## config.mk

```make
export PLATFORM = sky130hd
export DESIGN_NAME = fetch_decode_queue_flat
export DESIGN_NICKNAME = d
export VERILOG_FILES = /design/src/rtl/fetch_decode_queue_if.sv /design/src/rtl/fetch_decode_queue.sv /design/src/flat_wrapper.sv
export SDC_FILE = /design/constraint.sdc
export NUM_CORES = 1
export LEC_CHECK = 0
export CAP_MARGIN = 20
export CELL_PAD_IN_SITES_DETAIL_PLACEMENT = 0
export CELL_PAD_IN_SITES_GLOBAL_PLACEMENT = 1
export CORE_MARGIN = 4
export CORE_UTILIZATION = 49
export CTS_CLUSTER_DIAMETER = 30
export DETAILED_ROUTE_END_ITERATION = 16
export PLACE_DENSITY_LB_ADDON = 0.25
export SLEW_MARGIN = 20
export SYNTH_ARGS = -nofsm -noshare
export SYNTH_HDL_FRONTEND = slang
export SYNTH_SLANG_ARGS = --single-unit
```

## constraint.sdc

```tcl
create_clock -name clk -period 4.5 [get_ports clk]
set_clock_uncertainty 0.2 [all_clocks]
set_input_delay 0.9 -clock clk [delete_from_list [all_inputs] [get_ports clk]]
set_output_delay 0.9 -clock clk [all_outputs]
set_load 0.01 [all_outputs]
```

## src/rtl/fetch_decode_queue_if.sv

```systemverilog
// Handshake bundle for the fetch/decode queue.
// Carries three groups of signals:
//   - the byte memory read port (mem_req/mem_addr/mem_ack/mem_rdata),
//   - the redirect request (flush/flush_pc),
//   - the decoded instruction stream (dec_valid/dec_ready/dec_inst/dec_pc/dec_bytes/dec_imm).
// master : the fetch unit side (drives requests and decoded instructions)
// slave  : the environment side (memory, branch unit, decoder consumer)
interface fetch_decode_queue_if #(
  parameter int ADDR_W = 16,
  parameter int DATA_W = 16
);
  logic              mem_req;
  logic [ADDR_W-1:0] mem_addr;
  logic              mem_ack;
  logic [7:0]        mem_rdata;
  logic              flush;
  logic [ADDR_W-1:0] flush_pc;
  logic              dec_valid;
  logic              dec_ready;
  logic [15:0]       dec_inst;
  logic [ADDR_W-1:0] dec_pc;
  logic [1:0]        dec_bytes;
  logic [DATA_W-1:0] dec_imm;

  modport master (
    output mem_req, mem_addr, dec_valid, dec_inst, dec_pc, dec_bytes, dec_imm,
    input  mem_ack, mem_rdata, flush, flush_pc, dec_ready
  );

  modport slave (
    input  mem_req, mem_addr, dec_valid, dec_inst, dec_pc, dec_bytes, dec_imm,
    output mem_ack, mem_rdata, flush, flush_pc, dec_ready
  );
endinterface

```

## src/rtl/fetch_decode_queue.sv

```systemverilog
// Byte-wide instruction fetch front end.
// Prefetches program bytes into a small FIFO, assembles 1- or 2-byte
// instructions (2 bytes when the first byte has bit7 set, first byte in
// inst[15:8]) and presents them with their PC, length and a pre-extracted
// immediate over a valid/ready handshake. A flush discards everything
// fetched so far and restarts fetching at flush_pc.
// Ports:
//   clk    - clock, all state on the rising edge
//   rst_n  - asynchronous active-low reset
//   bus    - fetch_decode_queue_if.master: memory read port, redirect,
//            decoded instruction output
module fetch_decode_queue #(
  parameter int                ADDR_W   = 16,
  parameter int                DATA_W   = 16,
  parameter int                QDEPTH   = 4,
  parameter logic [ADDR_W-1:0] RESET_PC = '0
) (
  input logic                  clk,
  input logic                  rst_n,
  fetch_decode_queue_if.master bus
);

  localparam int               PTR_W   = $clog2(QDEPTH);
  localparam int               CNT_W   = PTR_W + 1;
  localparam logic [CNT_W-1:0] DEPTH_C = CNT_W'(QDEPTH);

  typedef enum logic {
    S_IDLE = 1'b0,
    S_REQ  = 1'b1
  } fetchState_t;

  fetchState_t       r_state;
  fetchState_t       w_stateNext;

  logic [7:0]        r_fifoData [QDEPTH];
  logic [ADDR_W-1:0] r_fifoAddr [QDEPTH];
  logic [PTR_W-1:0]  r_rdPtr;
  logic [PTR_W-1:0]  r_wrPtr;
  logic [CNT_W-1:0]  r_count;

  logic [ADDR_W-1:0] r_fetchPc;
  logic [ADDR_W-1:0] r_memAddr;
  logic              r_dropAck;

  logic              r_decValid;
  logic [15:0]       r_decInst;
  logic [ADDR_W-1:0] r_decPc;
  logic [1:0]        r_decBytes;
  logic [DATA_W-1:0] r_decImm;

  logic              w_memReq;
  logic              w_startReq;
  logic              w_pushByte;
  logic [7:0]        w_head;
  logic [7:0]        w_next;
  logic              w_canLoad;
  logic              w_load1;
  logic              w_load2;
  logic              w_load;
  logic [15:0]       w_inst;
  logic [CNT_W-1:0]  w_popCnt;

  // Immediate pre-extraction for the downstream decoder.
  function automatic logic [DATA_W-1:0] immOf(input logic [15:0] i);
    logic [DATA_W-1:0] imm;
    imm = '0;
    if (i[15:11] == 5'b11000 || i[15:11] == 5'b11010) begin
      imm = {{(DATA_W-11){i[10]}}, i[10:0]};
    end else if (i[15:14] == 2'b10) begin
      if (i[10:8] == 3'b000 || i[10] == 1'b1) begin
        imm = DATA_W'(i[7:0]);
      end else if (i[10:8] == 3'b001) begin
        imm = DATA_W'({i[7:0], 8'h00});
      end
    end
    return imm;
  endfunction

  // Fetch FSM state register.
  always_ff @(posedge clk or negedge rst_n) begin
    if (!rst_n) begin
      r_state <= S_IDLE;
    end else begin
      r_state <= w_stateNext;
    end
  end

  // Fetch FSM: a request is only started when the FIFO has room, and with
  // at most one request outstanding the FIFO can never overflow. A flush in
  // IDLE just delays the start by a cycle; a flush in REQ keeps the request
  // alive until its ack (the byte is discarded via r_dropAck or flush).
  always_comb begin
    w_stateNext = r_state;
    w_memReq    = 1'b0;
    w_startReq  = 1'b0;
    w_pushByte  = 1'b0;
    case (r_state)
      S_IDLE: begin
        if (!bus.flush && r_count < DEPTH_C) begin
          w_stateNext = S_REQ;
          w_startReq  = 1'b1;
        end
      end
      S_REQ: begin
        w_memReq = 1'b1;
        if (bus.mem_ack) begin
          w_stateNext = S_IDLE;
          w_pushByte  = !r_dropAck && !bus.flush;
        end
      end
      default: w_stateNext = S_IDLE;
    endcase
  end

  // Instruction assembly from the FIFO head. A 2-byte instruction is only
  // taken once both bytes are queued, so there is never a partial output.
  always_comb begin
    w_head    = r_fifoData[r_rdPtr];
    w_next    = r_fifoData[r_rdPtr + PTR_W'(1)];
    w_canLoad = !r_decValid || bus.dec_ready;
    w_load1   = w_canLoad && (r_count != '0) && !w_head[7];
    w_load2   = w_canLoad && (r_count >= CNT_W'(2)) && w_head[7];
    w_load    = (w_load1 || w_load2) && !bus.flush;
    w_inst    = w_head[7] ? {w_head, w_next} : {w_head, 8'h00};
    w_popCnt  = '0;
    if (w_load2) begin
      w_popCnt = CNT_W'(2);
    end else if (w_load1) begin
      w_popCnt = CNT_W'(1);
    end
  end

  // FIFO storage carries no reset; occupancy is tracked by r_count.
  always_ff @(posedge clk) begin
    if (w_pushByte) begin
      r_fifoData[r_wrPtr] <= bus.mem_rdata;
      r_fifoAddr[r_wrPtr] <= r_memAddr;
    end
  end

  // Control, fetch address and output register. Flush wins over every
  // other update in the same cycle.
  always_ff @(posedge clk or negedge rst_n) begin
    if (!rst_n) begin
      r_rdPtr    <= '0;
      r_wrPtr    <= '0;
      r_count    <= '0;
      r_fetchPc  <= RESET_PC;
      r_memAddr  <= RESET_PC;
      r_dropAck  <= 1'b0;
      r_decValid <= 1'b0;
      r_decInst  <= '0;
      r_decPc    <= '0;
      r_decBytes <= '0;
      r_decImm   <= '0;
    end else begin
      if (w_startReq) begin
        r_memAddr <= r_fetchPc;
      end
      if (bus.flush) begin
        r_fetchPc  <= bus.flush_pc;
        r_rdPtr    <= '0;
        r_wrPtr    <= '0;
        r_count    <= '0;
        r_decValid <= 1'b0;
        r_dropAck  <= (r_state == S_REQ) && !bus.mem_ack;
      end else begin
        if (r_state == S_REQ && bus.mem_ack) begin
          r_dropAck <= 1'b0;
        end
        if (w_pushByte) begin
          r_wrPtr   <= r_wrPtr + PTR_W'(1);
          r_fetchPc <= r_memAddr + ADDR_W'(1);
        end
        r_rdPtr <= r_rdPtr + w_popCnt[PTR_W-1:0];
        r_count <= r_count + CNT_W'(w_pushByte) - w_popCnt;
        if (w_load) begin
          r_decValid <= 1'b1;
          r_decInst  <= w_inst;
          r_decPc    <= r_fifoAddr[r_rdPtr];
          r_decBytes <= w_head[7] ? 2'd2 : 2'd1;
          r_decImm   <= immOf(w_inst);
        end else if (bus.dec_ready) begin
          r_decValid <= 1'b0;
        end
      end
    end
  end

  assign bus.mem_req   = w_memReq;
  assign bus.mem_addr  = r_memAddr;
  assign bus.dec_valid = r_decValid;
  assign bus.dec_inst  = r_decInst;
  assign bus.dec_pc    = r_decPc;
  assign bus.dec_bytes = r_decBytes;
  assign bus.dec_imm   = r_decImm;

endmodule
```

## src/flat_wrapper.sv

```systemverilog
// flat-port wrapper written by rule: the top's interface ports become plain ports
module fetch_decode_queue_flat 
#(
  parameter int                ADDR_W   = 16,
  parameter int                DATA_W   = 16,
  parameter int                QDEPTH   = 4,
  parameter logic [ADDR_W-1:0] RESET_PC = '0
)
  (clk, rst_n, bus_mem_req, bus_mem_addr, bus_dec_valid, bus_dec_inst, bus_dec_pc, bus_dec_bytes, bus_dec_imm, bus_mem_ack, bus_mem_rdata, bus_flush, bus_flush_pc, bus_dec_ready);
  fetch_decode_queue_if #(.ADDR_W(ADDR_W), .DATA_W(DATA_W)) bus_i ();
  input logic clk;
  input logic rst_n;
  output wire logic [$bits(bus_i.mem_req)-1:0] bus_mem_req;
  output wire logic [$bits(bus_i.mem_addr)-1:0] bus_mem_addr;
  output wire logic [$bits(bus_i.dec_valid)-1:0] bus_dec_valid;
  output wire logic [$bits(bus_i.dec_inst)-1:0] bus_dec_inst;
  output wire logic [$bits(bus_i.dec_pc)-1:0] bus_dec_pc;
  output wire logic [$bits(bus_i.dec_bytes)-1:0] bus_dec_bytes;
  output wire logic [$bits(bus_i.dec_imm)-1:0] bus_dec_imm;
  input wire logic [$bits(bus_i.mem_ack)-1:0] bus_mem_ack;
  input wire logic [$bits(bus_i.mem_rdata)-1:0] bus_mem_rdata;
  input wire logic [$bits(bus_i.flush)-1:0] bus_flush;
  input wire logic [$bits(bus_i.flush_pc)-1:0] bus_flush_pc;
  input wire logic [$bits(bus_i.dec_ready)-1:0] bus_dec_ready;
  assign bus_mem_req = bus_i.mem_req;
  assign bus_mem_addr = bus_i.mem_addr;
  assign bus_dec_valid = bus_i.dec_valid;
  assign bus_dec_inst = bus_i.dec_inst;
  assign bus_dec_pc = bus_i.dec_pc;
  assign bus_dec_bytes = bus_i.dec_bytes;
  assign bus_dec_imm = bus_i.dec_imm;
  assign bus_i.mem_ack = bus_mem_ack;
  assign bus_i.mem_rdata = bus_mem_rdata;
  assign bus_i.flush = bus_flush;
  assign bus_i.flush_pc = bus_flush_pc;
  assign bus_i.dec_ready = bus_dec_ready;
  fetch_decode_queue #(.ADDR_W(ADDR_W), .DATA_W(DATA_W), .QDEPTH(QDEPTH), .RESET_PC(RESET_PC)) u_core (.clk(clk), .rst_n(rst_n), .bus(bus_i));
endmodule
```

==> impl_metrics.ini, run 1 <==
[grt]
grt_first_pass_wirelength_mm = 24.6
grt_antenna_before_repair = 0
grt-ovfl-total = 0
grt_overall_usage = 0.178
vias_in_the_first_global_route = 4685
grt_max_degree = 68

[sta]
setup_total_negative_slack_ns = 0
timing.final.setup_violations = 0
report.final.hold_viol_count = 0
maxClockFrequency_mhz = 314
timing.slew.headroom = 0.411
rsz0062_at_grt = no
post-route-period-util = 0.707
timing_max_transition_violations_final = 0
period_needed_ns = 3.18
tightestPinTransition_ns = 0.884

[run]
maxCapViolations = 0

[pwr]
ir_worst_vdd_v = 0.000296
leakagePower_uw = 0.00370
power_density_nw_per_um2 = 640
fin_total_pwr_uw = 6060

[synthesis]
synthArstFlopShare = 0.487
netlist_instances = 548
synth_xor_area_frac = 0.0204
synth.most_common_cell = nand2_1
yosys_warnings = 0
synth_sequential_area_ratio = 0.669
post-synth-top-area-fraction = 0.374
synth_enable_flop_cells = 96
summed_instance_area_of_the_synthesized_netlist_sq_um = 7710
postSynthAreaPerCell_sq_um = 14.1
postSynth.topFlopCell = edfxtp_1
synth_area_leader_cell = edfxtp_1
netlist-cell-type-count = 43
synth_compound_gate_area_share = 0.0391
yosys.area_share.adder = 0.0172
synth_area_leaders = edfxtp_1 (37%), dfrtp_1 (30%), mux4_2 (9.3%)
post_synth_mux_area_share = 0.117
dominant_combinational_cell_family_by_area_after_synthesis = multiplexers
synth-simple-area-share = 0.113
register_bit_count_reported_by_yosys = 187
synth.cells.most_frequent = nand2_1 (138), edfxtp_1 (96), dfrtp_1 (91), mux4_2 (32), nor2_1 (25)
syn-num-nets = 587

[placement]
numPortBuffers = 96
placedInstanceArea_sq_um = 8890
dp_hpwl_mm = 9.74
place.detailed.instances = 837
gp_congestion = 0.779

[floorplan]
die_width_um = 133
floorplan.rows = 45
initial_utilization = 0.504
design.core.area_sq_um = 15300
height_of_the_die_um = 133
floorplan.die_area_sq_um = 17800
ios = 97

[min_path]
timing.hold.worst.class = flop to flop

[cts]
clock_tree.buffer_depth = 2
cell_at_the_root_of_the_clock_tree = clkbuf_16
cts.sink_count = 187
cts_hold_repair.buffers = 0
insertion_delay_ns = 0.42
cts_htree_levels = 4
number_of_cts_inserted_buffers = 17
cts_repair_resize_count = 0
postCtsSetupBuffers = 0
path_clk_slew_ns = 0.06
clock_tree_from_tritoncts = built

[setup_path]
setup.worst_path.end_class = flop
delay_contributed_by_the_slowest_stage_of_the_critical_path_ns = 0.68
timing.critical_path.cells = mux4_2 -> a211oi_1 -> ha_1 -> inv_1 -> ha_1 -> inv_1 -> fa_1 -> xor2_1 -> xnor2_1 -> nor2_1
crit_path_top_delay_cell = mux4_2
worst_ep_required_ns = 4.59
regToRegSetupSlack_ns = 1.32
worst_ep_arrival_time_ns = 3.27
setup.worst_path.start_class = flop
critPathKind = flop to flop
cp_max_fanout = 17

[route]
dr_total_vias = 4608
avgRoutedWirePerCell_um = 17.4
drtAntennaViolNets = 0
routed_wirelength_mm = 15.1
detailedRoute.firstPassIterationCount = 4
drcViolationCount = 0
detailedRoute.firstIterationViolations = 262
route.detailed.vias_per_inst = 5.30

[cells_and_area]
drive_above_1_share = 0.149
insertedDiodeCount = 0
finish.cell_count_without_fillers = 869
final_standard_cell_utilization_of_the_core = 0.618
design_area_sq_um = 9460
layout_net_count = 684
syn_to_final_growth_pct = 22.7

[status]
status = completed
metal layers:
metal  wire (um)  GRT usage  share of wire
met1        6950      0.247           0.46
met2        7280      0.284           0.48
met3         697     0.0419          0.046
met4         148     0.0549         0.0098
met5           0          0              0
sequential cells by signal (all words and copies together) (netlist names):
register / count
u_core.bus.dec_bytes: 2
u_core.bus.dec_imm: 16
u_core.bus.dec_inst: 15
u_core.bus.dec_pc: 16
u_core.bus.dec_valid: 1
u_core.bus.mem_addr: 16
u_core.r_count: 3
u_core.r_dropAck: 1
u_core.r_fetchPc: 16
u_core.r_fifoAddr: 64
u_core.r_fifoData: 32
u_core.r_rdPtr: 2
u_core.r_state: 1
u_core.r_wrPtr: 2
worst paths after layout:
path	to	cells past startpoint	start
max in group asynchronous	u_core.bus.dec_pc[3]$_DFFE_PN0P_	2	rst_n
max	u_core.r_count[2]$_DFF_PN0_	10	u_core.r_fifoData[3][7]$_DFFE_PP_
min	u_core.bus.dec_inst[8]$_DFFE_PN0P_	2	u_core.bus.dec_inst[8]$_DFFE_PN0P_
min reg2reg	u_core.bus.dec_inst[8]$_DFFE_PN0P_	2	u_core.bus.dec_inst[8]$_DFFE_PN0P_
max reg2reg	u_core.r_count[2]$_DFF_PN0_	10	u_core.r_fifoData[3][7]$_DFFE_PP_
min in group asynchronous	u_core.bus.dec_inst[8]$_DFFE_PN0P_	1	rst_n
cells by family (layout without fill, tap and decap cells):
| kind of cell | Yosys count | count (layout) |
|---|---|---|
| XOR/XNOR | 18 | 18 |
| adder cells (fa/ha/maj) | 10 | 10 |
| buffers and inverters | 40 | 150 |
| multiplexers | 48 | 48 |
| AO/OA/AOI/OAI | 39 | 39 |
| flip-flops | 187 | 187 |
| AND/OR/NAND/NOR | 206 | 206 |
power breakdown:
group	switching (uW)	internal [uW]
clock network	607	825
logic	948	1070
registers	359	2250
area by class of cell:
cell class | instances | area (sq um)
Timing Repair Buffer | 108 | 1050
Multi-Input combinational cell | 321 | 2380
Fill cell | 1184 | 5850
Sequential cell | 187 | 5160
Clock buffer | 19 | 443
Inverter | 10 | 37.5
Clock inverter | 13 | 126
Tap cell | 211 | 264
metrics by stage:
stage | hold WS (ns) | setup WS, ns
2_1_floorplan | 0.264 | 1.62
3_3_place_gp | 0.251 | 1.09
3_5_place_dp | 0.262 | 0.933
4_1_cts | 0.278 | 1.30
5_1_grt | 0.279 | 1.11
6_report | 0.272 | 1.32
placed cells by master, fill, tap and decap left out, types with 5 or more instances in the layout:
| cell type | count |
|---|---|
| nand2_1 | 138 |
| edfxtp_1 | 96 |
| clkdlybuf4s50_1 | 95 |
| dfrtp_1 | 90 |
| mux4_2 | 32 |
| nor2_1 | 25 |
| nand3_1 | 19 |
| clkbuf_16 | 17 |
| mux2_2 | 16 |
| buf_4 | 13 |
| xor2_1 | 11 |
| o221ai_1 | 11 |
| inv_1 | 9 |
| ha_1 | 9 |
| and2_1 | 7 |
| xnor2_1 | 7 |
| a21oi_1 | 7 |
| clkinv_2 | 6 |
| nand4_1 | 5 |
critical path: cells and delay by family, from the launching register on:
kind | cells | cell delay [ns]
buffers and inverters | 2 | 0.11
XOR/XNOR | 2 | 0.35
multiplexers | 1 | 0.68
AND/OR/NAND/NOR | 1 | 0.06
AO/OA/AOI/OAI | 1 | 0.43
flip-flops | 1 | 0.39
adder cells (fa/ha/maj) | 3 | 0.84
Note: power is estimated with default switching activity, not from simulation.
==> run 2: changes to the inputs <==
--- a/config.mk
+++ b/config.mk
@@ -9,7 +9,7 @@
 export CELL_PAD_IN_SITES_DETAIL_PLACEMENT = 0
 export CELL_PAD_IN_SITES_GLOBAL_PLACEMENT = 1
 export CORE_MARGIN = 4
-export CORE_UTILIZATION = 49
+export CORE_UTILIZATION = 46
 export CTS_CLUSTER_DIAMETER = 30
 export DETAILED_ROUTE_END_ITERATION = 16
 export PLACE_DENSITY_LB_ADDON = 0.25
==> constraint.sdc (replaced) <==
create_clock -name clk -period 3.2 [get_ports clk]
set_clock_uncertainty 0.2 [all_clocks]
set_input_delay 0.64 -clock clk [delete_from_list [all_inputs] [get_ports clk]]
set_output_delay 0.64 -clock clk [all_outputs]
set_load 0.01 [all_outputs]
==> run 2 against run 1 <==
Count of clock-buffer cells in the layout stayed put. Sequential power is 41% higher. Routed wire length is 3.1% higher. Sequential share of layout area is 0.71 points lower. Hold slack worse by 0.24 ns. Die area is 6.1% higher. Worst setup slack worse by 0.87 ns. First-iteration DRC count is 11% higher. Largest power group unchanged. Highest routed layer unchanged.
==> impl_metrics.ini, run 2 (same netlist as run 1, synthesis figures left out) <==
[status]
status = completed

[route]
avgRoutedWirePerCell_um = 17.6
detailedRoute.firstIterationViolations = 291
routed_wirelength_mm = 15.5
detailedRoute.firstPassIterationCount = 5
route.detailed.vias_per_inst = 5.21
drtAntennaViolNets = 0
dr_total_vias = 4600
drcViolationCount = 0

[cts]
insertion_delay_ns = 0.42
cts_repair_resize_count = 0
path_clk_slew_ns = 0.06
cts_hold_repair.buffers = 0
postCtsSetupBuffers = 0
cell_at_the_root_of_the_clock_tree = clkbuf_16
clock_tree_from_tritoncts = built
cts.sink_count = 187
cts_htree_levels = 4
clock_tree.buffer_depth = 2
number_of_cts_inserted_buffers = 17

[sta]
timing.final.setup_violations = 0
rsz0062_at_grt = no
timing_max_transition_violations_final = 0
report.final.hold_viol_count = 0
maxClockFrequency_mhz = 363
timing.slew.headroom = 0.564
period_needed_ns = 2.75
tightestPinTransition_ns = 0.654
setup_total_negative_slack_ns = 0
post-route-period-util = 0.860

[setup_path]
timing.critical_path.from = u_core.r_rdPtr[0]$_DFF_PN0_
delay_contributed_by_the_slowest_stage_of_the_critical_path_ns = 0.53
timing.critical_path.cells = mux4_2 -> a211oi_1 -> ha_1 -> inv_1 -> ha_1 -> inv_1 -> fa_1 -> xor2_1 -> xnor2_1 -> nor2_1
regToRegSetupSlack_ns = 0.45
cp_max_fanout = 2
timing.critical_path.max_delay_family = adder cells
r2r_cells = 10
regToRegStartpoint = u_core.r_rdPtr[0]$_DFF_PN0_
worst_ep_required_ns = 3.29
setup.worst_path.end_class = flop
rr_endpoint = u_core.r_count[2]$_DFF_PN0_
worst_ep_arrival_time_ns = 2.84
setup.worst_path.start_class = flop
crit_path_top_delay_cell = mux4_2
critPathKind = flop to flop
critical_path_buf_inv_count = 2

[pwr]
leakagePower_uw = 0.00375
p_sw_uw = 2700
power_density_nw_per_um2 = 910
switching_share_of_power = 0.310
comb_power_share = 0.333
power_frac_clock = 0.246
seqPwrFrac = 0.421
ir_worst_vdd_v = 0.000445
cell_internal_pwr_uw = 6020

[floorplan]
die_width_um = 137
design.core.area_sq_um = 16500
ios = 97
floorplan.rows = 47
floorplan.die_area_sq_um = 18900
initial_utilization = 0.467
height_of_the_die_um = 137

[cells_and_area]
biggestRegsByFlops = u_core.r_fifoAddr x64, u_core.r_fifoData x32
reg_with_most_ffs = u_core.r_fifoAddr
layout.cells.most_common_list = nand2_1 (138), edfxtp_1 (96), clkdlybuf4s50_1 (95)
design_area_sq_um = 9590
layout.filler_cells = 1318
syn_to_final_growth_pct = 24.3
drive_above_1_share = 0.152
largest_register_ffs = 64
mostFrequentLayoutCell = nand2_1
layout_net_count = 689
insertedDiodeCount = 0

[grt]
grt_antenna_before_repair = 0
grt-ovfl-total = 0
grt_max_degree = 50
vias_in_the_first_global_route = 4697
grt_first_pass_wirelength_mm = 24.9
grt_overall_usage = 0.174

[run]
maxCapViolations = 0

[placement]
dp_hpwl_mm = 10.2
numPortBuffers = 96
gp_congestion = 0.745
placedInstanceArea_sq_um = 8980

[min_path]
timing.hold.worst.class = input port to asynchronous set/reset pin
## run 2: cell types whose count changed in the layout (fill, tap and decap cells not counted), moves of 2 or more
cell       previous run  this run
clkinv_1              2         4
buf_4                13        15
buf_12                0         3
clkinv_2              6         2
bufinv_16             2         4
## run 2: final cells by class
cell class / count / area (sq um) / share of cell area
Tap cell: 220 / 275 / 0.0287
Inverter: 10 / 37.5 / 0.00392
Multi-Input combinational cell: 321 / 2380 / 0.248
Clock inverter: 13 / 175 / 0.0183
Timing Repair Buffer: 113 / 1120 / 0.117
Sequential cell: 187 / 5160 / 0.539
Clock buffer: 19 / 433 / 0.0452
## run 2: through the flow
stage | total power, uW | utilization | worst slack, ns | cells | hold WS (ns)
floorplan | 5250 | - | 0.320 | 548 | 0.144
global placement | 6600 | 0.543 | 0.192 | 851 | 0.251
detailed placement | 6680 | 0.543 | 0.156 | 851 | 0.256
CTS | 8830 | 0.580 | 0.424 | 883 | 0.0411
global route | 9270 | 0.580 | 0.255 | 883 | 0.0747
finish | 8720 | 0.580 | 0.449 | 883 | 0.0285
## run 2: power by group through the flow
| stage | logic [uW] | clock network [uW] | registers, uW |
|---|---|---|---|
| after floorplan | 1490 | 0 | 3760 |
| after global placement | 2910 | 0 | 3690 |
| after detailed placement | 2940 | 0 | 3730 |
| after CTS | 2960 | 2190 | 3690 |
| after global routing | 3210 | 2300 | 3760 |
| final | 2900 | 2140 | 3680 |
## run 2: worst max path at each step
stage / depth (start not counted) / end / slack, ns
floorplan: 11 / u_core.r_count[2]$_DFF_PN0_ / 0.32
global placement: 11 / u_core.r_count[2]$_DFF_PN0_ / 0.19
detailed placement: 11 / u_core.r_count[2]$_DFF_PN0_ / 0.16
CTS: 10 / u_core.r_count[2]$_DFF_PN0_ / 0.42
global route: 10 / u_core.r_count[2]$_DFF_PN0_ / 0.25
finish: 10 / u_core.r_count[2]$_DFF_PN0_ / 0.45
## run 2: metal layers
metal,GRT usage,up-vias,share of wire
met4,0.0660,0,0.0098
li1,-,2182,-
met2,0.272,109,0.49
met1,0.245,2297,0.45
met3,0.0325,12,0.054
met5,0,-,0
==> run 3: changes to the inputs <==
==> constraint.sdc (replaced) <==
create_clock -name clk -period 2.75 [get_ports clk]
set_clock_uncertainty 0.2 [all_clocks]
set_input_delay 0.55 -clock clk [delete_from_list [all_inputs] [get_ports clk]]
set_output_delay 0.55 -clock clk [all_outputs]
set_load 0.01 [all_outputs]
==> run 3 against run 2 <==
Non-clock buffer count is 3 higher. Routed wire length is 0.64% higher. Global-route usage is 0.55 points higher. Via count increased by 1.2%. Critical endpoint unchanged. Highest routed layer unchanged.
==> impl_metrics.ini, run 3 (same netlist as run 1, synthesis figures left out) <==
[sta]
period_needed_ns = 2.67
report.final.hold_viol_count = 0
timing.final.setup_violations = 0
layout_setup_ws_ns = 0.0823
post-route-period-util = 0.970
timing.slew.headroom = 0.640
rsz0062_at_grt = yes
tightestPinTransition_ns = 0.540
timing_max_transition_violations_final = 0
maxClockFrequency_mhz = 375

[placement]
dp_hpwl_mm = 10.1
numPortBuffers = 96
pre_cts_ws_ns = -0.122
gp_congestion = 0.767

[route]
drcViolationCount = 0
avgRoutedWirePerCell_um = 17.7
detailedRoute.firstIterationViolations = 351
routed_wirelength_mm = 15.6
dr_total_vias = 4656
drtAntennaViolNets = 0
detailedRoute.firstPassIterationCount = 4
route.detailed.vias_per_inst = 5.26

[cells_and_area]
insertedDiodeCount = 0
layout_net_count = 692
multi_input_area_sq_um = 2380
biggestRegsByFlops = u_core.r_fifoAddr x64, u_core.r_fifoData x32
largest_register_ffs = 64
syn_to_final_growth_pct = 25.6
mostFrequentLayoutCell = nand2_1
ff_latch_area_sq_um = 5160
layout.cells.most_common_list = nand2_1 (138), edfxtp_1 (96), clkdlybuf4s50_1 (95)
reg_with_most_ffs = u_core.r_fifoAddr
final_standard_cell_utilization_of_the_core = 0.586
drive_above_1_share = 0.164
layout.filler_cells = 1319

[run]
maxCapViolations = 0

[grt]
grt_first_pass_wirelength_mm = 25.7
grt_antenna_before_repair = 0
grt-ovfl-total = 0
grt_max_degree = 59
vias_in_the_first_global_route = 4805
grt_overall_usage = 0.180

[cts]
path_clk_slew_ns = 0.06
cts.sink_count = 187
cell_at_the_root_of_the_clock_tree = clkbuf_16
clock_tree_from_tritoncts = built
clock_tree.buffer_depth = 2
insertion_delay_ns = 0.44
number_of_cts_inserted_buffers = 17
cts_htree_levels = 4

[floorplan]
die_width_um = 137
design.core.area_sq_um = 16500
initial_utilization = 0.467
height_of_the_die_um = 137
ios = 97
floorplan.rows = 47
floorplan.die_area_sq_um = 18900

[setup_path]
critPathKind = flop to flop
worst_ep_required_ns = 2.86
regToRegStartpoint = u_core.r_fifoData[3][7]$_DFFE_PP_
setup.worst_path.end_class = flop
timing.critical_path.from = u_core.r_fifoData[3][7]$_DFFE_PP_
cp_max_fanout = 2
worst_ep_arrival_time_ns = 2.77
setup.worst_path.start_class = flop

[pwr]
ir_worst_vdd_v = 0.000530
power_density_nw_per_um2 = 1050
leakagePower_uw = 0.00379

[status]
status = completed

[min_path]
timing.hold.worst.class = flop to flop
holdCritStartpoint = u_core.bus.dec_inst[1]$_DFFE_PN0P_
-- run 3: power breakdown --
part	switching [uW]	leakage, uW	internal (uW)
sequential	574	0.00200	3680
clock	1020	0.000303	1440
combinational	1590	0.00148	1840
-- run 3: per-layer routing --
metal	vias up	track usage	wire (um)
li1	2180	-	-
met1	2348	0.255	7270
met2	115	0.280	7480
met3	13	0.0351	720
met4	0	0.0621	175
met5	-	0	0
-- run 3: metrics by stage --
| step | cell area (sq um) | total power, uW | TNS (ns) | hold WS, ns | cells |
|---|---|---|---|---|---|
| 6_report | 9680 | 10100 | 0 | 0.266 | 886 |
| 5_1_grt | 9680 | 10800 | -0.0716 | 0.294 | 886 |
| 4_1_cts | 9680 | 10300 | 0 | 0.273 | 886 |
| 3_5_place_dp | 9060 | 7800 | -0.122 | 0.258 | 853 |
| 3_3_place_gp | 9060 | 7700 | -0.112 | 0.250 | 853 |
| 2_1_floorplan | 7720 | 6120 | -0.0264 | 0.0544 | 548 |
-- run 3: cell type report --
type	instances	area share
clock buffers	25	0.0587
clock inverters	7	0.00465
inverters	10	0.00388
multi-input cells	321	0.246
flip-flops and latches	187	0.533
well taps	220	0.0284
repair buffers	116	0.125
-- run 3: worst paths after layout --
check	endpoint	slack, ns	cells after the start
worst max-delay path	u_core.r_count[2]$_DFF_PN0_	0.08	10
worst min-delay path	u_core.bus.dec_inst[1]$_DFFE_PN0P_	0.27	2
worst max register to register	u_core.r_count[2]$_DFF_PN0_	0.08	10
worst min register to register	u_core.bus.dec_inst[1]$_DFFE_PN0P_	0.27	2
max in group asynchronous	u_core.bus.dec_pc[5]$_DFFE_PN0P_	1.25	3
min in group asynchronous	u_core.bus.dec_inst[0]$_DFFE_PN0P_	0.42	2
-- run 3: critical path, stage by stage, from the launching register on --
cell and delay, ns:
edfxtp_1 0.39, mux4_2 0.53, a211oi_2 0.20, ha_1 0.26, inv_1 0.06, ha_1 0.14, inv_1 0.05, fa_1 0.36
xor2_1 0.16, xnor2_1 0.13, nor2_1 0.05
-- run 3: repair_timing --
item | CTS | global route
setup buffers | 0 | 0
resized for setup | 0 | 0
endpoints found under the hold margin | 33 | 0
endpoints found under the setup margin | 0 | 1
hold buffers | 1 | 0
